### src/rtl/muldiv_pkg.sv
`default_nettype none
// ============================================================================
// Module   : muldiv_pkg
// Purpose  : Shared constants and helpers for the iterative RV32M
//            multiply/divide unit: funct3 opcodes, FSM state encoding and
//            operand signedness decode.
// Revision : 1.0 - initial release
// ============================================================================
package muldiv_pkg;

  // M-extension funct3 opcodes
  localparam logic [2:0] F3_MUL    = 3'b000;
  localparam logic [2:0] F3_MULH   = 3'b001;
  localparam logic [2:0] F3_MULHSU = 3'b010;
  localparam logic [2:0] F3_MULHU  = 3'b011;
  localparam logic [2:0] F3_DIV    = 3'b100;
  localparam logic [2:0] F3_DIVU   = 3'b101;
  localparam logic [2:0] F3_REM    = 3'b110;
  localparam logic [2:0] F3_REMU   = 3'b111;

  // FSM state encoding
  localparam logic [1:0] ST_IDLE = 2'd0;
  localparam logic [1:0] ST_PREP = 2'd1;
  localparam logic [1:0] ST_CALC = 2'd2;
  localparam logic [1:0] ST_DONE = 2'd3;

  // rs1 is interpreted as two's complement
  function automatic logic is_signed_a(input logic [2:0] f3);
    return (f3 == F3_MUL) || (f3 == F3_MULH) || (f3 == F3_MULHSU) ||
           (f3 == F3_DIV) || (f3 == F3_REM);
  endfunction

  // rs2 is interpreted as two's complement
  function automatic logic is_signed_b(input logic [2:0] f3);
    return (f3 == F3_MUL) || (f3 == F3_MULH) ||
           (f3 == F3_DIV) || (f3 == F3_REM);
  endfunction

endpackage
`default_nettype wire

### src/rtl/muldiv_signfix.sv
`default_nettype none
// ============================================================================
// Module   : muldiv_signfix
// Purpose  : Combinational conditional negation plus half-word select.
//            Wide mode negates the whole 2*XLEN value (product fixup);
//            split mode negates each XLEN half on its own (operand
//            magnitudes, quotient/remainder fixup).
// Ports    : i_val    - {hi, lo} input value
//            i_split  - 1: halves negated independently, 0: whole value
//            i_neg_hi - negate high half (split mode)
//            i_neg_lo - negate low half (split) / whole value (wide)
//            i_sel_hi - o_word takes the high half when set
//            o_full   - full 2*XLEN result after negation
//            o_word   - selected XLEN half of o_full
// Revision : 1.0 - initial release
// ============================================================================
module muldiv_signfix #(
  parameter int XLEN = 32
) (
  input  logic [2*XLEN-1:0] i_val,
  input  logic              i_split,
  input  logic              i_neg_hi,
  input  logic              i_neg_lo,
  input  logic              i_sel_hi,
  output logic [2*XLEN-1:0] o_full,
  output logic [XLEN-1:0]   o_word
);

  logic [2*XLEN-1:0] w_wide;
  logic [XLEN-1:0]   w_hi;
  logic [XLEN-1:0]   w_lo;

  assign w_wide = i_neg_lo ? -i_val : i_val;
  assign w_hi   = i_neg_hi ? -i_val[2*XLEN-1:XLEN] : i_val[2*XLEN-1:XLEN];
  assign w_lo   = i_neg_lo ? -i_val[XLEN-1:0]      : i_val[XLEN-1:0];

  assign o_full = i_split ? {w_hi, w_lo} : w_wide;
  assign o_word = i_sel_hi ? o_full[2*XLEN-1:XLEN] : o_full[XLEN-1:0];

endmodule
`default_nettype wire

### src/rtl/muldiv_unit.sv
`default_nettype none
// ============================================================================
// Module   : muldiv_unit
// Purpose  : Iterative RV32M multiply/divide unit. One radix-2 step per
//            cycle; busy stays high from the sampling of start until the
//            cycle after done so the core can stall.
// Ports    : clk, rst       - clock, synchronous active-high reset
//            start          - request, sampled only in IDLE
//            funct3         - M-extension opcode
//            op_a, op_b     - rs1 / rs2 values
//            busy           - high in any state other than IDLE
//            done           - one-cycle pulse, result valid in this cycle
//            result         - result, held until the next completion
// Revision : 1.0 - initial release
// ============================================================================
module muldiv_unit
  import muldiv_pkg::*;
#(
  parameter int XLEN  = 32,
  parameter int CNT_W = $clog2(XLEN) + 1
) (
  input  logic            clk,
  input  logic            rst,
  input  logic            start,
  input  logic [2:0]      funct3,
  input  logic [XLEN-1:0] op_a,
  input  logic [XLEN-1:0] op_b,
  output logic            busy,
  output logic            done,
  output logic [XLEN-1:0] result
);

  logic [1:0]        r_state;
  logic [1:0]        w_next;
  logic [2:0]        r_f3;
  logic [XLEN-1:0]   r_a;
  logic [XLEN-1:0]   r_b;
  logic              r_neg;
  logic [2*XLEN-1:0] r_prod;
  logic [XLEN-1:0]   r_quot;
  logic [XLEN:0]     r_rem;
  logic [XLEN-1:0]   r_opb;
  logic [CNT_W-1:0]  r_cnt;
  logic [XLEN-1:0]   r_result;

  logic              w_is_div;
  logic              w_is_rem;
  logic              w_div_zero;
  logic              w_div_ovf;
  logic              w_fast;
  logic              w_sa_neg;
  logic              w_sb_neg;
  logic [2*XLEN-1:0] w_abs;
  logic [XLEN-1:0]   w_abs_sel_unused;
  logic [XLEN:0]     w_mul_sum;
  logic [XLEN+1:0]   w_rem_sh;
  logic [XLEN+1:0]   w_rem_sub;
  logic              w_q_bit;
  logic [2*XLEN-1:0] w_fix_in;
  logic [2*XLEN-1:0] w_fix_full_unused;
  logic [XLEN-1:0]   w_fix_word;

  // --------------------------------------------------------------------------
  // Decode of the latched operation
  // --------------------------------------------------------------------------
  assign w_is_div   = r_f3[2];
  assign w_is_rem   = r_f3[2] & r_f3[1];
  assign w_div_zero = (r_b == '0);
  // Signed most-negative / -1 (DIV and REM only: funct3[0] clear)
  assign w_div_ovf  = w_is_div & ~r_f3[0] &
                      (r_a == {1'b1, {(XLEN-1){1'b0}}}) & (r_b == '1);
  assign w_fast     = w_is_div & (w_div_zero | w_div_ovf);
  assign w_sa_neg   = is_signed_a(r_f3) & r_a[XLEN-1];
  assign w_sb_neg   = is_signed_b(r_f3) & r_b[XLEN-1];

  // Operand magnitudes: {|a|, |b|}
  muldiv_signfix #(.XLEN(XLEN)) u_abs (
    .i_val    ({r_a, r_b}),
    .i_split  (1'b1),
    .i_neg_hi (w_sa_neg),
    .i_neg_lo (w_sb_neg),
    .i_sel_hi (1'b0),
    .o_full   (w_abs),
    .o_word   (w_abs_sel_unused)
  );

  // Shift-add step: r_prod low half holds the remaining multiplier bits
  assign w_mul_sum = {1'b0, r_prod[2*XLEN-1:XLEN]} +
                     {1'b0, (r_prod[0] ? r_opb : {XLEN{1'b0}})};

  // Restoring step: the dividend is shifted out of r_quot MSB-first while
  // quotient bits shift in at the bottom. Extra top bit of the subtraction
  // is the borrow.
  assign w_rem_sh  = {r_rem, r_quot[XLEN-1]};
  assign w_rem_sub = w_rem_sh - {2'b00, r_opb};
  assign w_q_bit   = ~w_rem_sub[XLEN+1];

  // Result fixup. Divide results go through split mode so only the
  // selected quotient or remainder half is negated.
  assign w_fix_in = w_is_div ? {r_rem[XLEN-1:0], r_quot} : r_prod;

  muldiv_signfix #(.XLEN(XLEN)) u_fix (
    .i_val    (w_fix_in),
    .i_split  (w_is_div),
    .i_neg_hi (r_neg),
    .i_neg_lo (r_neg),
    .i_sel_hi (w_is_div ? w_is_rem : (r_f3 != F3_MUL)),
    .o_full   (w_fix_full_unused),
    .o_word   (w_fix_word)
  );

  // --------------------------------------------------------------------------
  // FSM: state register
  // --------------------------------------------------------------------------
  always_ff @(posedge clk) begin
    if (rst) begin
      r_state <= ST_IDLE;
    end else begin
      r_state <= w_next;
    end
  end

  // FSM: next state
  always_comb begin
    w_next = r_state;
    case (r_state)
      ST_IDLE: if (start) w_next = ST_PREP;
      ST_PREP: w_next = w_fast ? ST_DONE : ST_CALC;
      ST_CALC: if (r_cnt == CNT_W'(XLEN - 1)) w_next = ST_DONE;
      ST_DONE: w_next = ST_IDLE;
      default: w_next = ST_IDLE;
    endcase
  end

  // FSM: outputs. The fixed-up value is forwarded during DONE so done and
  // a valid result coincide; r_result captures it for the hold period.
  always_comb begin
    busy   = (r_state != ST_IDLE);
    done   = (r_state == ST_DONE);
    result = (r_state == ST_DONE) ? w_fix_word : r_result;
  end

  // --------------------------------------------------------------------------
  // Datapath
  // --------------------------------------------------------------------------
  always_ff @(posedge clk) begin
    if (rst) begin
      r_f3     <= '0;
      r_a      <= '0;
      r_b      <= '0;
      r_neg    <= 1'b0;
      r_prod   <= '0;
      r_quot   <= '0;
      r_rem    <= '0;
      r_opb    <= '0;
      r_cnt    <= '0;
      r_result <= '0;
    end else begin
      case (r_state)
        ST_IDLE: begin
          if (start) begin
            r_f3 <= funct3;
            r_a  <= op_a;
            r_b  <= op_b;
          end
        end
        ST_PREP: begin
          r_cnt  <= '0;
          r_prod <= {{XLEN{1'b0}}, w_abs[2*XLEN-1:XLEN]};
          r_quot <= w_abs[2*XLEN-1:XLEN];
          r_rem  <= '0;
          r_opb  <= w_abs[XLEN-1:0];
          r_neg  <= w_is_rem ? w_sa_neg : (w_sa_neg ^ w_sb_neg);
          // Fast paths preload the final answer with no sign fixup
          if (w_fast) begin
            r_neg  <= 1'b0;
            r_quot <= w_div_zero ? {XLEN{1'b1}} : r_a;
            r_rem  <= w_div_zero ? {1'b0, r_a} : '0;
          end
        end
        ST_CALC: begin
          r_cnt <= r_cnt + CNT_W'(1);
          if (w_is_div) begin
            r_rem  <= w_q_bit ? w_rem_sub[XLEN:0] : w_rem_sh[XLEN:0];
            r_quot <= {r_quot[XLEN-2:0], w_q_bit};
          end else begin
            r_prod <= {w_mul_sum, r_prod[XLEN-1:1]};
          end
        end
        ST_DONE: begin
          r_result <= w_fix_word;
        end
        default: ;
      endcase
    end
  end

endmodule
`default_nettype wire
### config.mk
export PLATFORM = sky130hd
export DESIGN_NAME = muldiv_unit
export DESIGN_NICKNAME = d
export VERILOG_FILES = /design/src/rtl/muldiv_pkg.sv /design/src/rtl/muldiv_signfix.sv /design/src/rtl/muldiv_unit.sv
export SDC_FILE = /design/constraint.sdc
export NUM_CORES = 1
export LEC_CHECK = 0
export BUFFER_PORTS_ARGS = -buffer_cell sky130_fd_sc_hd__buf_2
export CAP_MARGIN = 15
export CORE_AREA = 4 4 272 248
export CTS_BUF_LIST = sky130_fd_sc_hd__clkbuf_4 sky130_fd_sc_hd__clkbuf_8
export DETAILED_ROUTE_END_ITERATION = 7
export DIE_AREA = 0 0 276 252
export PLACE_DENSITY = 0.47
export SLEW_MARGIN = 20
export SYNTH_ARGS = -nofsm -noshare
export SYNTH_HDL_FRONTEND = slang
export SYNTH_HIERARCHICAL = 1
export SYNTH_SLANG_ARGS = --single-unit
### constraint.sdc
create_clock -name clk -period 5.7 [get_ports clk]
set_input_delay 0.855 -clock clk [delete_from_list [all_inputs] [get_ports clk]]
set_output_delay 0.855 -clock clk [all_outputs]
set_load 0.02 [all_outputs]
==> results.sh, run 1 <==
export IMPL_critical_path_required_ns=4.85
export IMPL_fp_row_count=89
export IMPL_total_power_uw=14000
export IMPL_portBuffers=103
export IMPL_drt_met1_wl_um=37600
export IMPL_drt_first_pass_iters=5
export IMPL_cts_htree_levels=2
export IMPL_area_growth_syn_to_layout_pct=13.3
export IMPL_global_route_usage_total=0.222
export IMPL_timing_clock_skew_ns=0.0584
export IMPL_rsz0062_at_grt="no"
export IMPL_cp_end_kind="output port"
export IMPL_power_clock_fraction=0.172
export IMPL_syn_area_mm2=0.0198
export IMPL_yosysWarningCount=6
export IMPL_vias_per_cell=5.66
export IMPL_p_per_area_mw_per_mm2=623
export IMPL_hpwlAfterDp_um=60800
export IMPL_drc=0
export IMPL_antenna_violations_before_repair=1
export IMPL_instance_area_at_placement_mm2=0.0211
export IMPL_multiInputGateArea_mm2=0.0136
export IMPL_timing_critical_path_fanout_max=19
export IMPL_maxCapViolations=0
export IMPL_critPathArrivalTime_ns=4.53
export IMPL_clock_path_buffers=3
export IMPL_total_leakage_power_uw=0.00891
export IMPL_p_comb_frac=0.605
export IMPL_most_frequent_cells_in_the_layout="sky130_fd_sc_hd__dfxtp_1, sky130_fd_sc_hd__nand2_1, sky130_fd_sc_hd__a21oi_1"
export IMPL_num_io_pins=104
export IMPL_pin_count_of_the_biggest_net_entering_global_routing=95
export IMPL_vdd_drop_max_v=0.000285
export IMPL_syn_mean_instance_area_um2=7.95
export IMPL_finalHoldViolations=0
export IMPL_grt_remaining_overflow=0
export IMPL_achievable_frequency_mhz=186
export IMPL_hold_path_class="input pin to flop"
export IMPL_crit_family="simple AND/OR/NAND/NOR gates"
export IMPL_starting_density=0.306
export IMPL_routed_via_count=19495
export IMPL_fillers=6878
export IMPL_count_of_nets_left_with_antenna_violations_after_detail_routing=0
export IMPL_crit_buf_inv=2
export IMPL_top_layer="met4"
export IMPL_clkSinkCount=269
export IMPL_final_setup_tns_ns=0
export IMPL_path_clk_slew_ns=0.07
export IMPL_seqPwrFrac=0.223
export IMPL_tightest_slew_ns=1.10
export IMPL_critical_path_max_stage_delay_ns=0.62
export IMPL_critical_path_top_cell_by_count="sky130_fd_sc_hd__mux2_2"
export IMPL_drive_gt1_frac=0.172
export IMPL_syn_inst=2494
export IMPL_root_buffer="sky130_fd_sc_hd__clkbuf_8"
export IMPL_die_extent_in_x_um=276
export IMPL_coreArea_mm2=0.0648
export IMPL_layout_cells_most_common="sky130_fd_sc_hd__dfxtp_1"
export IMPL_hold_buffers=0
export IMPL_grt_first_pass_wirelength_um=120000
export IMPL_die_footprint_mm2=0.0696
export IMPL_finalNetCount=2685
export IMPL_critical_path_class="flop to output port"
export IMPL_regArea_mm2=0.00539
export IMPL_cts_tree="done"
export IMPL_startpoint_type="flop"
export IMPL_detailroute_wirelength_met2_um=35000
export IMPL_relative_slew_slack=0.258
export IMPL_tritoncts_num_buffers=52
export IMPL_floorplan_die_height_um=252
export IMPL_via_count_of_the_first_global_routing_pass=18511
export IMPL_fin_crit_ns=5.38
export IMPL_period_share=0.944
export IMPL_timing_critical_path_slowest_stage_cell="sky130_fd_sc_hd__nor4_1"
export IMPL_report_final_setup_viol=0
export IMPL_wl_um=81100
export IMPL_clock_latency_ns=0.69
export IMPL_routedWlPerCell_um=23.5
export IMPL_run_status="complete, no violations"
export IMPL_switching_power_uw=7220
export IMPL_finish_utilization=0.346
export IMPL_switching_share=0.516
export IMPL_crit_path_cell_trace="buf_16, mux2_2, nor3_1, nand4_1, nor4_1, a21oi_1, xor2_1, mux2_2, mux2_2, buf_2"
export IMPL_detailedRoute_firstIterationViolations=1614
export IMPL_final_weighted_congestion_in_routability_driven_placement=0.955
export IMPL_detailroute_wirelength_met3_um=6030
export IMPL_maxSlewViolCount=0
export IMPL_post_route_cell_area_mm2=0.0225
export IMPL_internal_portion_of_total_power_uw=6780
-- timing repair --
item | CTS | global route
pin swaps | 0 | 0
buffers inserted | 1 | 1
endpoints found under the setup margin | 12 | 4
gates cloned | 0 | 0
gates resized for setup | 1 | 1
-- final cells by class --
type	instances	share of cell area
diodes	2	0.000223
clock buffers	70	0.0404
flip-flops and latches	269	0.240
well taps	864	0.0481
inverters	76	0.0127
clock inverters	24	0.0167
repair buffers	142	0.0377
multi-input cells	1998	0.604
-- metrics by stage --
stage	setup WS, ns	hold slack [ns]	instances
floorplan	1.17	0.438	2496
global placement	0.431	0.476	3347
detailed placement	0.382	0.470	3347
CTS	0.135	0.340	3442
global route	0.0864	0.368	3444
finish	0.319	0.400	3445
-- worst reg2reg max path: stages, from the launching register on --
cell	delay, ns
sky130_fd_sc_hd__dfxtp_1	0.39
sky130_fd_sc_hd__buf_4	0.34
sky130_fd_sc_hd__and2_1	0.19
sky130_fd_sc_hd__ha_1	0.23
sky130_fd_sc_hd__inv_1	0.08
sky130_fd_sc_hd__fa_1	0.41
sky130_fd_sc_hd__nor2b_1	0.17
sky130_fd_sc_hd__o211ai_1	0.10
sky130_fd_sc_hd__a21oi_1	0.28
sky130_fd_sc_hd__o311ai_1	0.26
sky130_fd_sc_hd__o22ai_1	0.40
sky130_fd_sc_hd__nand3_1	0.20
sky130_fd_sc_hd__nand3_1	0.17
sky130_fd_sc_hd__a41oi_1	0.15
sky130_fd_sc_hd__nand2b_1	0.19
sky130_fd_sc_hd__a2111oi_0	0.39
-- sequential cells by signal (all words and copies together), names as in the netlist, 3 cells and up --
signal and count:
r_f3 3, r_prod 64, r_result 32, r_b 32
r_opb 32, r_rem 33, r_cnt 6, r_a 32
r_quot 32
-- power by group through the flow --
stage,registers (uW),clock network (uW),logic (uW)
CTS,3090,2480,8280
global route,3150,2550,9170
global placement,3170,0,8160
detailed placement,3150,0,8200
finish,3120,2410,8470
floorplan,2680,0,6330
-- worst paths after layout --
kind / cells past startpoint / start / to / slack, ns
worst max register to register: 15 / r_prod[0] / r_prod[63] / 1.60
worst min register to register: 2 / r_quot[23] / r_quot[23] / 0.48
worst max-delay path: 10 / r_f3[2] / result[3] / 0.32
worst min-delay path: 3 / op_b[9] / r_b[9] / 0.40
-- per-layer routing --
layer	up-vias	track usage
met5	-	0
met4	0	0.0657
met3	130	0.0498
met2	720	0.339
met1	9414	0.314
li1	9231	-
Note: power is estimated with default switching activity, not from simulation.
==> run 2: changes to the inputs <==
- PLACE_DENSITY: 0.47 -> 0.49
- clock period: 5.7 -> 4.9 ns (I/O delays scaled with it)
==> results.sh, run 2 (same netlist as run 1, synthesis figures left out) <==
export IMPL_clkSinkCount=269
export IMPL_p_per_area_mw_per_mm2=723
export IMPL_regToRegEndpoint="r_prod[63]"
export IMPL_final_setup_tns_ns=0
export IMPL_drt_first_pass_iters=5
export IMPL_drive_gt1_frac=0.200
export IMPL_report_final_setup_viol=0
export IMPL_via_count_of_the_first_global_routing_pass=19048
export IMPL_fillers=6915
export IMPL_global_route_usage_total=0.222
export IMPL_cts_tree="done"
export IMPL_maxCapViolations=0
export IMPL_num_io_pins=104
export IMPL_largest_register_ffs=64
export IMPL_cts_htree_levels=2
export IMPL_preCtsSetupSlack_ns=0.179
export IMPL_achievable_frequency_mhz=206
export IMPL_pin_count_of_the_biggest_net_entering_global_routing=83
export IMPL_critical_path_required_ns=4.16
export IMPL_timing_critical_path_fanout_max=7
export IMPL_instance_area_at_placement_mm2=0.0213
export IMPL_registers_top_by_ff_count="r_prod"
export IMPL_total_power_uw=16700
export IMPL_floorplan_die_height_um=252
export IMPL_die_footprint_mm2=0.0696
export IMPL_clock_latency_ns=0.69
export IMPL_timing_clock_skew_ns=0.0353
export IMPL_fin_crit_ns=4.86
export IMPL_internal_portion_of_total_power_uw=8100
export IMPL_setup_ws_post_layout_ns=0.0365
export IMPL_switching_power_uw=8580
export IMPL_area_growth_syn_to_layout_pct=16.4
export IMPL_startpoint_type="flop"
export IMPL_setup_worst_path_start="r_f3[2]"
export IMPL_fp_row_count=89
export IMPL_ff2ff_path_depth=15
export IMPL_p_comb_frac=0.632
export IMPL_count_of_nets_left_with_antenna_violations_after_detail_routing=0
export IMPL_die_extent_in_x_um=276
export IMPL_vdd_drop_max_v=0.000408
export IMPL_finalNetCount=2725
export IMPL_period_share=0.993
export IMPL_vias_per_cell=5.65
export IMPL_holdPathStages=3
export IMPL_final_weighted_congestion_in_routability_driven_placement=0.956
export IMPL_biggest_registers_after_layout="r_prod: 64 flops, r_rem: 33 flops"
export IMPL_hold_path_class="input pin to flop"
export IMPL_hpwlAfterDp_um=60500
export IMPL_most_frequent_cells_in_the_layout="sky130_fd_sc_hd__dfxtp_1, sky130_fd_sc_hd__nand2_1, sky130_fd_sc_hd__a21oi_1"
export IMPL_hold_buffers=0
export IMPL_hold_path_end="r_b[2]"
export IMPL_detailedRoute_firstIterationViolations=1838
export IMPL_root_buffer="sky130_fd_sc_hd__clkbuf_8"
export IMPL_layout_cells_most_common="sky130_fd_sc_hd__dfxtp_1"
export IMPL_coreArea_mm2=0.0648
export IMPL_path_clk_slew_ns=0.06
export IMPL_grt_first_pass_wirelength_um=121000
export IMPL_wl_um=80500
export IMPL_portBuffers=103
export IMPL_finalHoldViolations=0
export IMPL_tritoncts_num_buffers=53
export IMPL_power_clock_fraction=0.151
export IMPL_tightest_slew_ns=1.01
export IMPL_run_status="complete, no violations"
export IMPL_routedWlPerCell_um=23.1
export IMPL_grt_remaining_overflow=0
export IMPL_total_leakage_power_uw=0.00919
export IMPL_drc=0
export IMPL_seqPwrFrac=0.216
export IMPL_relative_slew_slack=0.319
export IMPL_hold_start="op_b[2]"
export IMPL_critical_path_class="flop to output port"
export IMPL_finish_utilization=0.356
export IMPL_routed_via_count=19700
export IMPL_clock_path_buffers=3
export IMPL_r2r_start="r_prod[0]"
export IMPL_post_route_cell_area_mm2=0.0231
export IMPL_setup_reg_to_reg_worst_slack_ns=0.87
export IMPL_cp_end_kind="output port"
export IMPL_critPathArrivalTime_ns=4.13
export IMPL_starting_density=0.306
export IMPL_rsz0062_at_grt="yes"
export IMPL_switching_share=0.514
export IMPL_maxSlewViolCount=0
export IMPL_antenna_violations_before_repair=2
run 2: changes by cell type in the layout (fill, tap and decap cells not counted), moves of 7 or more:
| cell | before | now |
|---|---|---|
| sky130_fd_sc_hd__buf_4 | 37 | 71 |
| sky130_fd_sc_hd__bufinv_16 | 8 | 1 |
| sky130_fd_sc_hd__nor4_4 | 1 | 9 |
| sky130_fd_sc_hd__clkbuf_4 | 9 | 16 |
| sky130_fd_sc_hd__clkbuf_8 | 61 | 68 |
| sky130_fd_sc_hd__mux2_4 | 2 | 19 |
| sky130_fd_sc_hd__nor4_1 | 55 | 46 |
| sky130_fd_sc_hd__mux2_2 | 117 | 100 |
run 2: area by class of cell:
class / count / area, um^2 / share of cell area
Timing Repair Buffer: 181 / 1200 / 0.0521
Antenna cell: 1 / 2.50 / 0.000108
Sequential cell: 269 / 5390 / 0.234
Clock inverter: 11 / 111 / 0.00483
Inverter: 76 / 285 / 0.0124
Tap cell: 864 / 1080 / 0.0469
Multi-Input combinational cell: 1998 / 13900 / 0.604
Clock buffer: 84 / 1060 / 0.0458
run 2: worst max-delay path by stage:
stage,slack [ns],cells past startpoint,to
floorplan,0.49,11,result[27]
global placement,0.14,11,result[4]
detailed placement,0.18,11,result[4]
CTS,-0.01,11,result[21]
global route,-0.04,11,result[27]
finish,0.04,11,result[21]
run 2: layer usage:
metal / global-route usage / up-vias / share of wire
met5: 0 / - / 0
met4: 0.0721 / 0 / 0.030
met3: 0.0361 / 133 / 0.064
met2: 0.345 / 669 / 0.44
met1: 0.314 / 9593 / 0.47
li1: - / 9305 / -
run 2: critical path, stage by stage, from the launching register on:
cell and delay [ns]:
sky130_fd_sc_hd__dfxtp_4 0.35, sky130_fd_sc_hd__buf_12 0.15, sky130_fd_sc_hd__buf_4 0.19, sky130_fd_sc_hd__mux2_4 0.36, sky130_fd_sc_hd__or4_4 0.60, sky130_fd_sc_hd__or4_4 0.58, sky130_fd_sc_hd__o31a_1 0.29, sky130_fd_sc_hd__o41ai_4 0.06
sky130_fd_sc_hd__xnor2_1 0.14, sky130_fd_sc_hd__mux2_4 0.27, sky130_fd_sc_hd__mux2_2 0.27, sky130_fd_sc_hd__buf_2 0.16
run 2: stage by stage:
stage | cells | hold WS [ns]
finish | 3484 | 0.283
global route | 3483 | 0.272
CTS | 3475 | 0.240
detailed placement | 3371 | 0.462
global placement | 3371 | 0.460
floorplan | 2496 | 0.438
run 2: power groups by stage:
stage	Clock [uW]	Sequential (uW)	Combinational (uW)
after floorplan	0	3120	7360
after global placement	0	3650	9690
after detailed placement	0	3630	9720
after CTS	2600	3560	10000
after global routing	2680	3640	11400
final	2520	3610	10500
run 2: what timing repair did:
item,in CTS,in global routing
pin swaps,5,8
resized for setup,34,45
buffers inserted,9,8
setup endpoints to repair,32,21
==> run 3: changes to the inputs <==
- CORE_AREA: 4 4 272 248 -> 4 4 197 342
- DIE_AREA: 0 0 276 252 -> 0 0 201 346
- PLACE_DENSITY: 0.49 -> 0.48
==> results.sh, run 3 (same netlist as run 1, synthesis figures left out) <==
export IMPL_cts_tree="done"
export IMPL_portBuffers=103
export IMPL_die_extent_in_x_um=201
export IMPL_grt_first_pass_wirelength_um=125000
export IMPL_p_per_area_mw_per_mm2=720
export IMPL_count_of_nets_left_with_antenna_violations_after_detail_routing=0
export IMPL_biggest_registers_after_layout="r_prod: 64 flops, r_rem: 33 flops"
export IMPL_rsz0062_at_grt="yes"
export IMPL_hold_path_class="input pin to flop"
export IMPL_regToRegEndpoint="r_prod[63]"
export IMPL_root_buffer="sky130_fd_sc_hd__clkbuf_8"
export IMPL_via_count_of_the_first_global_routing_pass=19867
export IMPL_cts_htree_levels=2
export IMPL_finish_utilization=0.352
export IMPL_drt_first_pass_iters=6
export IMPL_period_share=0.978
export IMPL_die_footprint_mm2=0.0695
export IMPL_drive_gt1_frac=0.190
export IMPL_clock_latency_ns=0.68
export IMPL_total_leakage_power_uw=0.00904
export IMPL_maxCapViolations=0
export IMPL_startpoint_type="flop"
export IMPL_path_clk_slew_ns=0.06
export IMPL_pin_count_of_the_biggest_net_entering_global_routing=86
export IMPL_hpwlAfterDp_um=65300
export IMPL_maxSlewViolCount=0
export IMPL_critPathArrivalTime_ns=4.06
export IMPL_grt_remaining_overflow=0
export IMPL_routedWlPerCell_um=24.7
export IMPL_layout_cells_most_common="sky130_fd_sc_hd__dfxtp_1"
export IMPL_area_growth_syn_to_layout_pct=14.4
export IMPL_largest_register_ffs=64
export IMPL_timing_clock_skew_ns=0.0525
export IMPL_critical_path_required_ns=4.16
export IMPL_fillers=6829
export IMPL_floorplan_die_height_um=346
export IMPL_cp_end_kind="output port"
export IMPL_tritoncts_num_buffers=47
export IMPL_num_io_pins=104
export IMPL_final_weighted_congestion_in_routability_driven_placement=0.948
export IMPL_ff2ff_path_depth=15
export IMPL_hold_path_end="r_a[13]"
export IMPL_finish_cell_count_without_fillers=3414
export IMPL_setup_reg_to_reg_worst_slack_ns=0.91
export IMPL_detailedRoute_firstIterationViolations=1532
export IMPL_final_setup_tns_ns=0
export IMPL_finalHoldViolations=0
export IMPL_vias_per_cell=5.80
export IMPL_run_status="complete, no violations"
export IMPL_r2r_start="r_prod[0]"
export IMPL_routed_via_count=19809
export IMPL_most_frequent_cells_in_the_layout="sky130_fd_sc_hd__dfxtp_1, sky130_fd_sc_hd__nand2_1, sky130_fd_sc_hd__a21oi_1"
export IMPL_critical_path_class="flop to output port"
export IMPL_vdd_drop_max_v=0.000399
export IMPL_relative_slew_slack=0.353
export IMPL_hold_start="op_a[13]"
export IMPL_global_route_usage_total=0.232
export IMPL_antenna_violations_before_repair=1
export IMPL_fp_row_count=123
export IMPL_report_final_setup_viol=0
export IMPL_timing_critical_path_fanout_max=13
export IMPL_wl_um=84500
export IMPL_finalNetCount=2709
export IMPL_tightest_slew_ns=0.971
export IMPL_registers_top_by_ff_count="r_prod"
export IMPL_clkSinkCount=269
export IMPL_starting_density=0.307
export IMPL_total_power_uw=16300
export IMPL_coreArea_mm2=0.0645
export IMPL_clock_path_buffers=3
export IMPL_place_detailed_instances=3314
export IMPL_holdPathStages=3
export IMPL_hold_buffers=0
export IMPL_fin_crit_ns=4.79
export IMPL_achievable_frequency_mhz=209
export IMPL_drc=0
## run 3: layout make-up
class	count	area [um^2]	share of cell area
antenna	1	2.50	0.000110
clock buffer	74	925	0.0408
clock inverter	13	183	0.00805
inverter	76	285	0.0126
multi-input combinational	1998	13800	0.608
sequential	269	5390	0.238
tap	812	1020	0.0448
timing repair buffer	171	1090	0.0481
## run 3: worst max path at each step
stage,from,endpoint,slack [ns],cells after the start
2_1_floorplan,r_f3[2],result[27],0.49,11
3_3_place_gp,r_f3[2],result[4],0.07,9
3_5_place_dp,r_f3[2],result[4],0.08,9
4_1_cts,r_f3[2],result[27],-0.04,10
5_1_grt,r_f3[2],result[31],-0.04,11
6_report,r_f3[2],result[21],0.11,11
## run 3: power by group
| part | total (uW) | switching (uW) | internal, uW |
|---|---|---|---|
| logic | 10200 | 6420 | 3790 |
| registers | 3640 | 939 | 2700 |
| clock network | 2490 | 1070 | 1420 |
## run 3: repair_timing
action,in CTS,in global routing
endpoints found under the hold margin,0,0
resized for setup,24,24
gates cloned,0,1
setup buffers,3,8
pin swaps,2,8
endpoints found under the setup margin,32,24
## run 3: worst max-delay path: stages, from the launching register on
cell                      delay [ns]
sky130_fd_sc_hd__dfxtp_4        0.42
sky130_fd_sc_hd__buf_12         0.16
sky130_fd_sc_hd__buf_4          0.13
sky130_fd_sc_hd__mux2_2         0.40
sky130_fd_sc_hd__or4_4          0.53
sky130_fd_sc_hd__or4_4          0.55
sky130_fd_sc_hd__o31a_1         0.26
sky130_fd_sc_hd__o41ai_2        0.06
sky130_fd_sc_hd__xnor2_1        0.14
sky130_fd_sc_hd__mux2_4         0.27
sky130_fd_sc_hd__mux2_2         0.27
sky130_fd_sc_hd__buf_2          0.16
## run 3: routing by layer
metal,wire length (um),track usage
met1,32100,0.253
met2,40300,0.402
met3,3760,0.0291
met4,8300,0.187
met5,0,0
## run 3: per-stage QoR
| stage | instance area (um^2) | setup WS, ns | hold slack (ns) |
|---|---|---|---|
| detailed placement | 21200 | 0.0829 | 0.457 |
| global route | 22700 | -0.0437 | 0.284 |
| CTS | 22500 | -0.0354 | 0.238 |
| global placement | 21200 | 0.0702 | 0.463 |
| floorplan | 19800 | 0.493 | 0.438 |
| finish | 22700 | 0.109 | 0.295 |
